$ cat config.mk
export PLATFORM = sky130hd
export DESIGN_NAME = imem_loader
export DESIGN_NICKNAME = d
export VERILOG_FILES = /design/src/rtl/imem_loader_pkg.sv /design/src/rtl/imem_loader_byte_packer.sv /design/src/rtl/imem_loader.sv
export SDC_FILE = /design/constraint.sdc
export NUM_CORES = 1
export LEC_CHECK = 0
export BUFFER_PORTS_ARGS = -buffer_cell sky130_fd_sc_hd__buf_2
export CAP_MARGIN = 30
export CORE_AREA = 2 2 78 154
export DETAILED_ROUTE_END_ITERATION = 10
export DIE_AREA = 0 0 80 156
export PLACE_DENSITY = 0.74
export REMOVE_ABC_BUFFERS = 1
export SYNTH_ARGS = -nofsm -noshare
export SYNTH_HDL_FRONTEND = slang
export SYNTH_HIERARCHICAL = 1
export SYNTH_SLANG_ARGS = --single-unit
$ cat constraint.sdc
create_clock -name clk -period 4.8 [get_ports clk]
set_input_delay 0.24 -clock clk [delete_from_list [all_inputs] [get_ports clk]]
set_output_delay 0.24 -clock clk [all_outputs]
set_load 0.01 [all_outputs]
$ cat src/rtl/imem_loader_pkg.sv
// Shared constants and FSM encoding for the instruction-memory loader.
package imem_loader_pkg;

  localparam int unsigned InstrW       = 32;
  localparam int unsigned BytesPerWord = 4;
  localparam int unsigned ByteIdxW     = $clog2(BytesPerWord);

  typedef enum logic [1:0] {
    StIdle,
    StRecv,
    StWrite,
    StDone
  } state_e;

endpackage

$ cat src/rtl/imem_loader_byte_packer.sv
// Assembles little-endian bytes into 32-bit words; word_valid flags the cycle
// in which the final byte of a word is accepted, with word already complete.
module byte_packer
  import imem_loader_pkg::*;
(
  input  logic              clk,
  input  logic              rst,
  input  logic              clr,
  input  logic              byte_en,
  input  logic [7:0]        byte_data,
  output logic [InstrW-1:0] word,
  output logic              word_valid
);

  logic [ByteIdxW-1:0] idx_q, idx_d;
  logic [InstrW-1:0]   acc_q, acc_d;

  always_comb begin
    idx_d = idx_q;
    acc_d = acc_q;
    if (clr) begin
      idx_d = '0;
    end else if (byte_en) begin
      acc_d[8*idx_q +: 8] = byte_data;
      idx_d               = idx_q + 1'b1;
    end
  end

  // Combinational so the top can capture the finished word on the accepting edge.
  assign word       = acc_d;
  assign word_valid = byte_en && !clr && (idx_q == ByteIdxW'(BytesPerWord - 1));

  always_ff @(posedge clk) begin
    if (rst) begin
      idx_q <= '0;
      acc_q <= '0;
    end else begin
      idx_q <= idx_d;
      acc_q <= acc_d;
    end
  end

endmodule

$ cat src/rtl/imem_loader.sv
// Streams a byte image into instruction memory and holds the CPU in reset
// until the requested number of words has been written.
module imem_loader
  import imem_loader_pkg::*;
#(
  parameter int unsigned ADDR_W    = 10,
  parameter int unsigned BASE_ADDR = 0
) (
  input  logic              clk,
  input  logic              rst,
  input  logic              start,
  input  logic [ADDR_W:0]   word_count,
  input  logic              byte_valid,
  input  logic [7:0]        byte_data,
  output logic              byte_ready,
  output logic              im_we,
  output logic [ADDR_W-1:0] im_addr,
  output logic [InstrW-1:0] im_wdata,
  output logic              cpu_rstn,
  output logic              busy,
  output logic              done,
  output logic              err,
  output logic [InstrW-1:0] checksum
);

  localparam logic [ADDR_W:0]   MaxWords = {1'b1, {ADDR_W{1'b0}}};
  localparam logic [ADDR_W-1:0] BaseAddr = ADDR_W'(BASE_ADDR);

  state_e              state_q, state_d;
  logic [ADDR_W:0]     count_q, count_d;
  logic [ADDR_W:0]     widx_q, widx_d;
  logic                err_q, err_d;
  logic [InstrW-1:0]   checksum_q, checksum_d;
  logic                im_we_q, im_we_d;
  logic [ADDR_W-1:0]   im_addr_q, im_addr_d;
  logic [InstrW-1:0]   im_wdata_q, im_wdata_d;

  logic                pack_clr;
  logic                pack_en;
  logic [InstrW-1:0]   pack_word;
  logic                pack_valid;

  assign pack_en = byte_valid && (state_q == StRecv);

  byte_packer u_byte_packer (
    .clk        (clk),
    .rst        (rst),
    .clr        (pack_clr),
    .byte_en    (pack_en),
    .byte_data  (byte_data),
    .word       (pack_word),
    .word_valid (pack_valid)
  );

  always_comb begin
    state_d    = state_q;
    count_d    = count_q;
    widx_d     = widx_q;
    err_d      = err_q;
    checksum_d = checksum_q;
    im_we_d    = 1'b0;
    im_addr_d  = im_addr_q;
    im_wdata_d = im_wdata_q;
    pack_clr   = 1'b0;
    case (state_q)
      StIdle, StDone: begin
        if (start) begin
          if (word_count > MaxWords) begin
            err_d   = 1'b1;
            state_d = StIdle;
          end else begin
            err_d      = 1'b0;
            count_d    = word_count;
            widx_d     = '0;
            checksum_d = '0;
            pack_clr   = 1'b1;
            state_d    = (word_count == '0) ? StDone : StRecv;
          end
        end
      end
      StRecv: begin
        if (pack_valid) begin
          im_we_d    = 1'b1;
          im_addr_d  = BaseAddr + widx_q[ADDR_W-1:0];
          im_wdata_d = pack_word;
          state_d    = StWrite;
        end
      end
      StWrite: begin
        checksum_d = checksum_q ^ im_wdata_q;
        widx_d     = widx_q + 1'b1;
        state_d    = (widx_d == count_q) ? StDone : StRecv;
      end
      default: state_d = StIdle;
    endcase
  end

  always_ff @(posedge clk) begin
    if (rst) begin
      state_q    <= StIdle;
      count_q    <= '0;
      widx_q     <= '0;
      err_q      <= 1'b0;
      checksum_q <= '0;
      im_we_q    <= 1'b0;
      im_addr_q  <= '0;
      im_wdata_q <= '0;
    end else begin
      state_q    <= state_d;
      count_q    <= count_d;
      widx_q     <= widx_d;
      err_q      <= err_d;
      checksum_q <= checksum_d;
      im_we_q    <= im_we_d;
      im_addr_q  <= im_addr_d;
      im_wdata_q <= im_wdata_d;
    end
  end

  assign byte_ready = (state_q == StRecv);
  assign busy       = (state_q == StRecv) || (state_q == StWrite);
  assign done       = (state_q == StDone);
  assign cpu_rstn   = (state_q == StDone);
  assign err        = err_q;
  assign checksum   = checksum_q;
  assign im_we      = im_we_q;
  assign im_addr    = im_addr_q;
  assign im_wdata   = im_wdata_q;

endmodule

==> run metrics, run 1 <==
initial antenna violation count=0; Worst-Skew Late Latency=between 400 and 500 ps; worst slew pin tran=approximately 920 ps; worst hold slack=~76 ps; ys flop type=dfxtp_1; post-synthesis sequential area ratio=0.436; global-route wire length before repair=around 25000 µm; clk_skew=8.76 ps; wire length per cell=15.6 µm; CP Capture Type=register; CTS tree=yes; leak pwr=3.07 nW; minimum clock period=about 3800 ps; Tot Pwr=~2.8 mW; port bufs=about 100; largest net degree at the start of global routing=slightly above 90; final setup vio count=0; Starting Density=0.546; critical path startpoint=state_q[0]; Clock Tree Buf Depth=2; GR Overflow Total=0; Setup WS pre-CTS=1140 ps; Post-synth EDFFs=0; register-to-register setup slack=1050 ps; final instance area=between 7000 and 8000 µm²; CTS Buf Count=17; Synth Register Bits=~130; GRT Util Overall=0.257; diode count=0; Max Fclk=~270 MHz; Synth top area share=0.436; register area=about 2700 µm²; RR Endpoint=state_q[1]; hold buffers post-CTS=0; Setup CP Type=reg2reg; Util after Layout=0.649; DIE WIDTH=80 µm; area post-placement=roughly 6700 µm²; fin nets=between 800 and 900; Fill cells=between 1000 and 1500; Syn Inst Count=just under 800; DRT antenna net count=0; Rows=55; synthesis-to-layout area growth=18.9%; I/O pin total=a little over 100; setup repair after global routing missed its margin=false; cell with the most instances after synthesis=nand2_1; Clock Pin Slew Worst Setup and Hold Paths=approximately 60 ps; Reg2Reg Depth=12; Power Density=about 390 nW/µm²; CP Data Required Time=roughly 5100 ps; cell taking the most area after synthesis=dfxtp_1; DRC=0; fin crit share=0.782; CTS resizes=0; Synth Warn #=6; worst setup margin=1050 ps; multi-input logic area=between 3000 and 4000 µm²; Via-to-Cell Ratio=5.75; hpwl dp=10900 µm; mapped cell area=between 6000 and 7000 µm²; worst hold path class=in2reg; Reg-to-Reg Start=state_q[0]; total negative slack=0 ps; routed vias=roughly 5700; Critical Path Sink=state_q[1]; Post-CTS Setup Inserts=0; drt total wl=15500 µm; syn avg cell area=roughly 8 µm²; post-route insts no fill=roughly 1000; Iteration-0 DRC Markers=around 360; Arr. time, crit path=4090 ps; core area=about 11000 µm²; startpoint types=register; Placed Cells=around 970; layout cells sized above 1=0.176; final hold violation count=0; # Max-Cap Violations=0; Final Max Slew Viols=0; Max-slew headroom=0.386; H-tree levels=4; Critical Path Fanout Max=21; Max IR drop VDD=around 0.27 mV; top cells by count, synth=194 x nand2_1, 134 x dfxtp_1, 83 x a21oi_1, 56 x nor2_1, 42 x clkbuf_1; TritonRoute pass-1 iters=5; Yosys cell types=51; status=completed; Die Y=156 µm; top cells by area, synth=dfxtp_1 44%, nand2_1 12%, a21oi_1 6.7%, mux2i_1 5.5%, nor4_1 3.5%; clock sinks=between 100 and 150; Die ar.=about 12000 µm²; ys async rst share=0; gpl congestion=between 0.8 and 0.9; vias in the first global route=around 5400; CTS root buf=clkbuf_16
worst max-delay path: stages (launching register included):
cell and delay [ps]:
dfxtp_1 380, inv_1 60, ha_1 360, nand2_1 200, or2_2 330, inv_1 340
nand3b_4 340, inv_1 150, nand2b_1 160, a21oi_1 90, or4_1 520, or4_1 520
o31ai_2 210
sequential cells by signal, indices dropped and copies added, names as in the netlist:
| register | count |
|---|---|
| u_byte_packer/acc_q | 32 |
| checksum | 32 |
| err | 1 |
| count_q | 11 |
| widx_q | 11 |
| state_q | 2 |
| im_addr | 10 |
| im_we | 1 |
| im_wdata | 32 |
| u_byte_packer/idx_q | 2 |
placed cells by master, fill, tap and decap left out, types with 2 or more instances in the layout:
| cell type | instances |
|---|---|
| a211o_1 | 7 |
| mux2i_1 | 34 |
| xor2_1 | 5 |
| nor4b_1 | 5 |
| o21ai_0 | 3 |
| nand3_1 | 7 |
| nand2b_1 | 4 |
| clkinvlp_4 | 3 |
| nor4bb_1 | 4 |
| buf_2 | 101 |
| and4b_1 | 3 |
| a21oi_1 | 83 |
| dfxtp_1 | 134 |
| nand4b_1 | 2 |
| and3_1 | 4 |
| a31oi_1 | 3 |
| xnor2_1 | 8 |
| nor2_1 | 55 |
| nor3_1 | 14 |
| o22ai_1 | 2 |
| or2_2 | 2 |
| ha_1 | 9 |
| clkbuf_16 | 17 |
| buf_4 | 7 |
| nand2_1 | 194 |
| bufinv_16 | 5 |
| a32oi_1 | 10 |
| and2_1 | 12 |
| or4_1 | 4 |
| nand4_1 | 23 |
| nor3b_1 | 8 |
| nor2b_1 | 3 |
| nor4_1 | 34 |
| nand3b_1 | 4 |
| inv_6 | 4 |
| inv_1 | 19 |
per-layer routing:
| layer | routed length, µm | GRT usage | up-vias |
|---|---|---|---|
| li1 | - | - | 2808 |
| met1 | 5800 | 0.268 | 2689 |
| met5 | 0 | 0 | - |
| met3 | 733 | 0.0573 | 44 |
| met2 | 8440 | 0.470 | 195 |
| met4 | 563 | 0.125 | 0 |
cell type report:
class,count,area share
multi-input cells,563,0.433
clock buffers,18,0.0600
clock inverters,14,0.0302
well taps,142,0.0243
inverters,19,0.00974
flip-flops and latches,134,0.366
repair buffers,108,0.0762
cells by family (layout without fill, tap and decap cells):
logic type | count (synthesis) | after routing | synth area share
simple gates | 390 | 390 | 0.309
buf+inv | 75 | 159 | 0.0516
mux | 35 | 35 | 0.0571
fa+ha+maj | 9 | 9 | 0.0183
flops | 134 | 134 | 0.436
compound gates | 116 | 116 | 0.110
xor+xnor | 13 | 13 | 0.0185
report_power, final:
part           total [mW]  internal, mW  switching (mW)
logic               0.250        0.0890           0.161
clock network        1.44         0.941           0.497
registers            1.14          1.13          0.0148
worst min path at each step:
stage               cells after the start  slack, ps           from         end
finish                                  3         80  word_count[5]  count_q[5]
global route                            3         80  word_count[7]  count_q[7]
CTS                                     3         70  word_count[2]  count_q[2]
detailed placement                      2        450     im_addr[2]  im_addr[2]
global placement                        2        440     im_addr[8]  im_addr[8]
floorplan                               1        310            rst  count_q[0]
(Power assumes the default switching activity.)
==> inputs of run 2 (changes only) <==
- clock period: 4.8 -> 3.8 ns (I/O delays scaled with it)
==> run 2 against run 1 <==
Net effect:
- sequential power rose by 26%
- setup slack got worse by 760 ps
- design area rose by 0.34%
- largest cell class unchanged
- highest routed layer unchanged
==> run metrics, run 2 (same netlist as run 1, synthesis figures left out) <==
drt total wl=15900 µm; GR Overflow Total=0; Reg2Reg Depth=12; clock sinks=~130; area post-placement=between 6000 and 7000 µm²; Post-CTS Setup Inserts=0; gpl congestion=between 0.9 and 1; worst slew pin tran=~980 ps; final setup vio count=0; commonest non-fill, non-tap cells in the layout=194 x nand2_1, 134 x dfxtp_1, 101 x buf_2; clk_skew=around 9.4 ps; RR Endpoint=state_q[1]; DRT antenna net count=0; status=completed; largest net degree at the start of global routing=a little under 100; register-to-register setup slack=approximately 280 ps; Arr. time, crit path=just under 4000 ps; CP Capture Type=register; TritonRoute pass-1 iters=5; fin crit share=0.926; Critical Path Fanout Max=16; Max Fclk=284 MHz; worst hold path class=in2reg; diode count=0; Iteration-0 DRC Markers=approximately 510; Die Y=approximately 160 µm; port bufs=just over 100; synthesis-to-layout area growth=19.3%; initial antenna violation count=0; Rows=55; final hold violation count=0; leading cell type in the layout, fill and taps excluded=nand2_1; CP bufs+invs=3; most used cell along the critical path=inv_1; Worst Hold Path Cells=3; Setup CP Type=reg2reg; DRC=0; final instance area=between 7000 and 8000 µm²; CTS Buf Count=17; Slowest Stage Delay on Critical Path=about 540 ps; GRT Util Overall=0.258; vias in the first global route=between 5000 and 6000; wire length per cell=15.9 µm; global-route wire length before repair=about 25000 µm; layout cells sized above 1=0.178; Worst-Skew Late Latency=about 420 ps; hpwl dp=roughly 11000 µm; CTS resizes=0; crit-path cells=inv_1 -> ha_1 -> nand2_1 -> or2_2 -> inv_1 -> nand3b_4 -> inv_1 -> nand2b_1 -> a21oi_1 -> or4_1 -> or4_1 -> o31ai_2; CTS tree=yes; Via-to-Cell Ratio=between 5 and 6; minimum clock period=approximately 3500 ps; Reg-to-Reg Start=state_q[0]; H-tree levels=4; CP max stage cell=or4_1; Die ar.=12500 µm²; WP depth=12; Top Family by Delay on Critical Path=simple AND/OR/NAND/NOR gates; Power Density=around 480 nW/µm²; fin nets=877; Tot Pwr=roughly 3.5 mW; # Max-Cap Violations=0; CTS root buf=clkbuf_16; Fill cells=a little under 1000; routed vias=5792; Starting Density=0.546; Clock Pin Slew Worst Setup and Hold Paths=60 ps; setup repair after global routing missed its margin=false; hold-critical path endpoint=count_q[2]; start point of the worst hold path=word_count[2]; Clock Tree Buf Depth=2; CP Data Required Time=between 4000 and 5000 ps; Max IR drop VDD=approximately 0.33 mV; core area=roughly 11000 µm²; Final Max Slew Viols=0; startpoint types=register; I/O pin total=between 100 and 150; Max-slew headroom=0.348; DIE WIDTH=roughly 80 µm; hold buffers post-CTS=0; leak pwr=3.10 nW
[run 2: final cells by class]
| type | instances | area [µm²] | share of cell area |
|---|---|---|---|
| Clock buffer | 18 | 439 | 0.0598 |
| Clock inverter | 14 | 199 | 0.0271 |
| Inverter | 19 | 71.3 | 0.00971 |
| Multi-Input combinational cell | 563 | 3170 | 0.432 |
| Sequential cell | 134 | 2680 | 0.365 |
| Tap cell | 142 | 178 | 0.0242 |
| Timing Repair Buffer | 110 | 606 | 0.0824 |
[run 2: per-layer routing]
layer,up-vias,track usage,share of wire
met3,43,0.0515,0.043
li1,2821,-,-
met2,201,0.488,0.55
met1,2727,0.263,0.37
met4,0,0.113,0.034
met5,-,0,0
[run 2: worst min-delay path: stages]
cell	delay [ps]
buf_2	100
nand2_1	50
a21oi_1	50
[run 2: how the worst max path moves through the flow]
| stage | from | to | slack, ps |
|---|---|---|---|
| 2_1_floorplan | state_q[0] | checksum[0] | -50 |
| 3_3_place_gp | state_q[0] | state_q[1] | 560 |
| 3_5_place_dp | state_q[0] | state_q[1] | 350 |
| 4_1_cts | state_q[0] | state_q[1] | 290 |
| 5_1_grt | state_q[0] | state_q[1] | 50 |
| 6_report | state_q[0] | state_q[1] | 280 |
[run 2: per-stage QoR]
stage | hold slack [ps] | util | TNS (ps) | setup slack (ps) | cells
2_1_floorplan | 259 | - | -1710 | -53.4 | 716
6_report | 21.3 | 0.651 | 0 | 282 | 1000
5_1_grt | 35.9 | 0.651 | 0 | 51.0 | 1000
4_1_cts | 9.34 | 0.651 | 0 | 295 | 1000
3_5_place_dp | 444 | 0.595 | 0 | 347 | 968
3_3_place_gp | 443 | 0.592 | 0 | 557 | 967
[run 2: power breakdown]
group / internal (mW) / switching [mW]
logic: 0.124 / 0.208
clock network: 1.12 / 0.634
registers: 1.42 / 0.0184
total: 2.67 / 0.860
